**config.mk**
```make
export PLATFORM = sky130hd
export DESIGN_NAME = ps2_rx_fifo
export DESIGN_NICKNAME = d
export VERILOG_FILES = /design/src/rtl/ps2_rx_fifo.sv
export SDC_FILE = /design/constraint.sdc
export NUM_CORES = 1
export LEC_CHECK = 0
export CELL_PAD_IN_SITES_DETAIL_PLACEMENT = 0
export CELL_PAD_IN_SITES_GLOBAL_PLACEMENT = 1
export CORE_MARGIN = 2
export CORE_UTILIZATION = 50
export DETAILED_ROUTE_END_ITERATION = 16
export PLACE_DENSITY_LB_ADDON = 0.15
export SYNTH_ARGS = -nofsm -noshare
export SYNTH_HDL_FRONTEND = slang
export SYNTH_SLANG_ARGS = --single-unit
```
**constraint.sdc**
```tcl
create_clock -name clk -period 7.7 [get_ports clk]
set_input_delay 1.54 -clock clk [delete_from_list [all_inputs] [get_ports clk]]
set_output_delay 1.54 -clock clk [all_outputs]
set_load 0.01 [all_outputs]
```
**src/rtl/ps2_rx_fifo.sv**
```systemverilog
// PS/2 device-to-host receiver: synchroniser, clock deglitch filter, frame FSM with
// watchdog, parity/stop checking and a show-ahead FIFO with a valid/ready read port.
module ps2_rx_fifo #(
    parameter int FILTER_LEN  = 8,
    parameter int TIMEOUT_CYC = 50000,
    parameter int FIFO_DEPTH  = 8,
    parameter int AW          = 3
) (
    input  logic          clk,
    input  logic          reset,
    input  logic          ps2_clk,
    input  logic          ps2_data,
    output logic          rd_valid,
    input  logic          rd_ready,
    output logic [7:0]    rd_data,
    output logic          rd_err,
    output logic [AW:0]   fifo_count,
    output logic          overflow,
    input  logic          clr_ovf,
    output logic          busy,
    output logic          timeout_p
);

    localparam int FW = $clog2(FILTER_LEN + 1);
    localparam int TW = $clog2(TIMEOUT_CYC);

    localparam logic [FW-1:0] FCNT_ONE  = FW'(1);
    localparam logic [FW-1:0] FCNT_LAST = FW'(FILTER_LEN - 1);
    localparam logic [TW-1:0] TMR_ONE   = TW'(1);
    localparam logic [TW-1:0] TMR_LAST  = TW'(TIMEOUT_CYC - 1);
    localparam logic [AW:0]   CNT_ONE   = (AW+1)'(1);
    localparam logic [AW:0]   CNT_FULL  = (AW+1)'(FIFO_DEPTH);
    localparam logic [AW-1:0] PTR_ONE   = AW'(1);

    typedef enum logic [1:0] {
        IDLE  = 2'd0,
        SHIFT = 2'd1,
        CHECK = 2'd2
    } state_t;

    // Input synchronisers and deglitch filter
    logic          clk_s1_q, clk_s2_q, data_s1_q, data_s2_q;
    logic          filt_q, filt_d, filt_prev_q;
    logic [FW-1:0] fcnt_q, fcnt_d;

    // Frame FSM
    state_t        state_q, state_d;
    logic [3:0]    bitcnt_q, bitcnt_d;
    logic [TW-1:0] timer_q, timer_d;
    logic [9:0]    shreg_q, shreg_d;
    logic          timeout_p_q, timeout_p_d;
    logic          busy_q, busy_d;

    // FIFO
    logic [8:0]    mem [FIFO_DEPTH];
    logic [AW-1:0] wr_ptr_q, wr_ptr_d, rd_ptr_q, rd_ptr_d;
    logic [AW:0]   count_q, count_d, remain;
    logic [7:0]    rd_data_q, rd_data_d;
    logic          rd_err_q, rd_err_d;
    logic          rd_valid_q, rd_valid_d;
    logic          overflow_q, overflow_d;

    logic          sample_ev, bit_in, in_check, full, push, pop, frame_err;
    logic [8:0]    push_word;

    always_comb begin
        fcnt_d = '0;
        filt_d = filt_q;
        if (clk_s2_q != filt_q) begin
            if (fcnt_q == FCNT_LAST) begin
                filt_d = ~filt_q;
            end else begin
                fcnt_d = fcnt_q + FCNT_ONE;
            end
        end
    end

    // Falling edge is detected one cycle after the filter toggles.
    assign sample_ev = filt_prev_q & ~filt_q;
    assign bit_in    = data_s2_q;

    always_comb begin
        state_d     = state_q;
        bitcnt_d    = bitcnt_q;
        timer_d     = timer_q;
        shreg_d     = shreg_q;
        timeout_p_d = 1'b0;
        unique case (state_q)
            IDLE: begin
                if (sample_ev && !bit_in) begin
                    state_d  = SHIFT;
                    bitcnt_d = 4'd0;
                    timer_d  = '0;
                end
            end
            SHIFT: begin
                if (sample_ev) begin
                    shreg_d  = {bit_in, shreg_q[9:1]};
                    bitcnt_d = bitcnt_q + 4'd1;
                    timer_d  = '0;
                    if (bitcnt_q == 4'd9) begin
                        state_d = CHECK;
                    end
                end else if (timer_q == TMR_LAST) begin
                    state_d     = IDLE;
                    timeout_p_d = 1'b1;
                end else begin
                    timer_d = timer_q + TMR_ONE;
                end
            end
            CHECK: begin
                state_d = IDLE;
            end
            default: begin
                state_d = IDLE;
            end
        endcase
        busy_d = (state_d != IDLE);
    end

    // Odd parity over data+parity; stop bit must be 1.
    assign frame_err = ~(^shreg_q[8:0]) | ~shreg_q[9];
    assign push_word = {frame_err, shreg_q[7:0]};
    assign in_check  = (state_q == CHECK);
    assign full      = (count_q == CNT_FULL);
    assign push      = in_check & ~full;
    assign pop       = rd_valid_q & rd_ready;

    always_comb begin
        wr_ptr_d   = push ? wr_ptr_q + PTR_ONE : wr_ptr_q;
        rd_ptr_d   = pop  ? rd_ptr_q + PTR_ONE : rd_ptr_q;
        remain     = pop  ? count_q - CNT_ONE  : count_q;
        count_d    = push ? remain + CNT_ONE   : remain;
        rd_valid_d = (count_d != '0);
        overflow_d = overflow_q;
        if (clr_ovf) begin
            overflow_d = 1'b0;
        end
        if (in_check && full) begin
            overflow_d = 1'b1;
        end
        // Head register: the pushed word when it lands in an empty FIFO,
        // otherwise the stored entry at the new read pointer; hold when empty.
        rd_data_d = rd_data_q;
        rd_err_d  = rd_err_q;
        if (count_d != '0) begin
            if (remain == '0) begin
                rd_data_d = push_word[7:0];
                rd_err_d  = push_word[8];
            end else begin
                rd_data_d = mem[rd_ptr_d][7:0];
                rd_err_d  = mem[rd_ptr_d][8];
            end
        end
    end

    always_ff @(posedge clk) begin
        if (push) begin
            mem[wr_ptr_q] <= push_word;
        end
    end

    always_ff @(posedge clk or posedge reset) begin
        if (reset) begin
            clk_s1_q    <= 1'b1;
            clk_s2_q    <= 1'b1;
            data_s1_q   <= 1'b1;
            data_s2_q   <= 1'b1;
            filt_q      <= 1'b1;
            filt_prev_q <= 1'b1;
            fcnt_q      <= '0;
            state_q     <= IDLE;
            bitcnt_q    <= 4'd0;
            timer_q     <= '0;
            shreg_q     <= '0;
            timeout_p_q <= 1'b0;
            busy_q      <= 1'b0;
            wr_ptr_q    <= '0;
            rd_ptr_q    <= '0;
            count_q     <= '0;
            rd_data_q   <= 8'h00;
            rd_err_q    <= 1'b0;
            rd_valid_q  <= 1'b0;
            overflow_q  <= 1'b0;
        end else begin
            clk_s1_q    <= ps2_clk;
            clk_s2_q    <= clk_s1_q;
            data_s1_q   <= ps2_data;
            data_s2_q   <= data_s1_q;
            filt_q      <= filt_d;
            filt_prev_q <= filt_q;
            fcnt_q      <= fcnt_d;
            state_q     <= state_d;
            bitcnt_q    <= bitcnt_d;
            timer_q     <= timer_d;
            shreg_q     <= shreg_d;
            timeout_p_q <= timeout_p_d;
            busy_q      <= busy_d;
            wr_ptr_q    <= wr_ptr_d;
            rd_ptr_q    <= rd_ptr_d;
            count_q     <= count_d;
            rd_data_q   <= rd_data_d;
            rd_err_q    <= rd_err_d;
            rd_valid_q  <= rd_valid_d;
            overflow_q  <= overflow_d;
        end
    end

    assign rd_valid   = rd_valid_q;
    assign rd_data    = rd_data_q;
    assign rd_err     = rd_err_q;
    assign fifo_count = count_q;
    assign overflow   = overflow_q;
    assign busy       = busy_q;
    assign timeout_p  = timeout_p_q;

endmodule

```
==> results.yml <==
setup_path:
  worstSetupEndpoint: "rd_data[2]$_DFFE_PP0P_"
  cp_max_fo: 10
  cp.arrival_ns: 4.46
  worstSetupStartpointType: "input pin"
  critPathLaunch: "rd_ready"
  r2r_end: "rd_data[2]$_DFFE_PP0P_"
  cp.required_ns: 8.00
  timing.reg2reg.setup_slack_ns: 4.59
  r2r-start: "fifo_count[0]$_DFF_PP0_"
  critPathKind: "input pin to flop"
  reg2reg_depth: 8
  cp_slowest_stage_delay_ns: 0.58
  slowest_stage: "or4_1"
  endpoint_kind: "flop"
  crit_chain: "clkdlybuf4s50_1 > nand2_4 > o21ai_0 > inv_1 > ha_1 > or4_1 > a21oi_4 > mux2_2"
synth:
  yosysWarnings: 0
  syn_area_per_cell_um2: 14.5
  synthFlopType: "edfxtp_1"
  yosysUniqueCellTypes: 52
  synth_seq_cells: 137
  async_flop_share_pct: 47.4
  synthesis.nets: 426
  synthCells: 411
  synth_edf_count: 72
  synth_area_leader_cell: "edfxtp_1"
  ys_seq_area_share_pct: 63.8
  syn_area_um2: 5950
  synth_top_cell_area_share_pct: 36.3
  yosys-top-cells-area: "edfxtp_1 (36%), dfrtp_1 (25%), mux2_2 (4.2%), mux4_1 (4.0%), nand2_1 (3.5%)"
sta:
  finalMaxSlewViolations: 0
  relSlewSlack_pct: 27.5
  rsz0062_at_grt: "no"
  finalCritPeriodShare_pct: 54.1
  fmax_ghz: 0.240
  setup_viol: 0
  finClkSkew_ns: 0.00696
  setup_tns_ns: 0
  worstMarginPinSlew_ns: 1.08
  hold_viol: 0
  post-route-min-period_ns: 4.16
place:
  gp_congestion: 0.790
  io_buffers: 22
  dp_hpwl_um: 6770
detailed_routing:
  wl_per_cell_um: 17.8
  drt_iter0_markers: 225
  routed_wl_um: 10800
  drc_errors: 2
  ant_nets: 0
  firstDrtPassIters: 10
  viasPerCell: 5.54
  num_vias: 3350
power_and_ir_drop:
  fin_total_pwr_mw: 2.39
  power_density_nw_per_um2: 344
  total_leakage_power_nw: 2.78
  irDropWorstVdd_uv: 136
cells_and_area:
  layout-drive-gt1-share_pct: 19.0
  fillers: 891
  area_delta_synth_final_pct: 16.7
  nNetsFinal: 464
  multi_input_area_um2: 2050
  num_antenna_cells: 0
  ff_latch_area_um2: 3800
die:
  rows: 39
  start_util_pct: 51.7
  pin_count: 23
  fp.dieW_um: 113
  core_region_area_um2: 11500
  dieArea_um2: 12800
  die_h_um: 113
clock_network:
  post_cts_buffers: 0
  cts_buffer_depth: 2
  cts_resized: 0
  cts_hold_buf: 0
  cts_buffers: 17
  clk_pin_slew_ns: 0.06
  cts_root_buf: "clkbuf_16"
  clock_latency_ns: 0.42
  htree_levels: 4
  cts_tree: "built"
  cts.sinks: 137
global_routing:
  gr-total-overflow: 0
  grt_pass1_wl_um: 17900
  track_usage_pct: 18.8
  antenna_found_initial: 0
  grt_max_degree: 66
  grt_pass1_vias: 3390
hold_path:
  hp-class: "flop to flop"
status:
  failed_checks: "DRC"
  status: "finished with violations"
run:
  maxCapViolations: 0
==> routing by layer <==
layer / wire length, µm / up-vias / track usage, %
li1: - / 1588 / -
met1: 4830 / 1696 / 24.2
met2: 5390 / 51 / 30.3
met3: 350 / 15 / 4.98
met4: 179 / 0 / 8.29
met5: 0 / - / 0
==> flip-flops by register name, summed over array words and instances (netlist names) <==
signal,count
fifo_count,4
rd_ptr_q,3
fcnt_q,4
bit_in,1
mem,72
filt_prev_q,1
busy,1
clk_s2_q,1
timer_q,16
shreg_q,10
timeout_p,1
wr_ptr_q,3
overflow,1
rd_valid,1
data_s1_q,1
clk_s1_q,1
bitcnt_q,4
state_q,2
rd_data,8
filt_q,1
rd_err,1
==> power breakdown <==
group          leakage (nW)  switching [mW]  internal, mW
Sequential             1.56          0.0689         0.847
Clock                 0.290           0.299         0.539
Combinational         0.938           0.336         0.300
==> synth_stat cells, types with 7 or more instances <==
| cell type | instances |
|---|---|
| inv_1 | 14 |
| mux4_2 | 9 |
| o21ai_0 | 13 |
| mux2_4 | 7 |
| nand2_1 | 56 |
| mux2_2 | 22 |
| ha_1 | 9 |
| mux4_1 | 9 |
| xor2_1 | 8 |
| nor2_1 | 24 |
| nor3_1 | 11 |
| edfxtp_1 | 72 |
| dfrtp_1 | 59 |
| xnor2_1 | 17 |
| nand3_1 | 14 |
==> final cells by class <==
| class | instances | area share [%] |
|---|---|---|
| inverters | 15 | 0.811 |
| well taps | 143 | 2.58 |
| multi-input cells | 251 | 29.4 |
| clock inverters | 13 | 2.58 |
| repair buffers | 27 | 3.71 |
| flip-flops and latches | 137 | 54.6 |
| clock buffers | 19 | 6.23 |
==> metrics by stage <==
step	util [%]	cells	hold slack (ns)	cell area (µm²)	worst slack, ns
2_1_floorplan	-	411	0.345	5950	4.04
6_report	60.3	605	0.356	6950	3.54
3_3_place_gp	55.0	573	0.347	6330	3.11
5_1_grt	60.3	605	0.360	6950	3.44
4_1_cts	60.3	605	0.360	6950	3.55
3_5_place_dp	55.0	573	0.352	6330	3.10
==> cells by family (layout without fill, tap and decap cells) <==
| group | Yosys count | after routing | share of synthesized area (%) |
|---|---|---|---|
| xor gates and xnor gates | 28 | 28 | 4.79 |
| and+or+nand+nor | 135 | 135 | 10.7 |
| muxes | 48 | 48 | 13.5 |
| buffers and inverters | 23 | 74 | 2.00 |
| adders and majority gates | 9 | 9 | 1.89 |
| AOI/OAI and AO/OA | 31 | 31 | 3.30 |
| DFF | 137 | 137 | 63.8 |
==> cells in the final DEF (no fill, tap or decap), types with 10 or more instances in the layout <==
cell type / n
nor2_1: 24
dfrtp_1: 59
nand2_1: 56
nor3_1: 10
o21ai_0: 13
nand3_1: 14
inv_1: 13
mux2_2: 22
xnor2_1: 17
clkbuf_16: 17
clkdlybuf4s50_1: 22
edfxtp_1: 72
==> worst max-delay path, delay by kind of cell <==
kind	cells	cell delay, ns
fa+ha+maj	1	0.30
mux	1	0.39
buf+inv	2	0.69
compound gates	2	0.81
simple gates	2	0.70
==> worst min path at each step <==
stage,start,to,cells past startpoint
final,data_s1_q$_DFF_PP1_,bit_in$_DFF_PP1_,0
after global routing,data_s1_q$_DFF_PP1_,bit_in$_DFF_PP1_,0
after CTS,data_s1_q$_DFF_PP1_,bit_in$_DFF_PP1_,0
after detailed placement,data_s1_q$_DFF_PP1_,bit_in$_DFF_PP1_,0
after global placement,data_s1_q$_DFF_PP1_,bit_in$_DFF_PP1_,0
after floorplan,data_s1_q$_DFF_PP1_,bit_in$_DFF_PP1_,0
(Power assumes the default switching activity.)
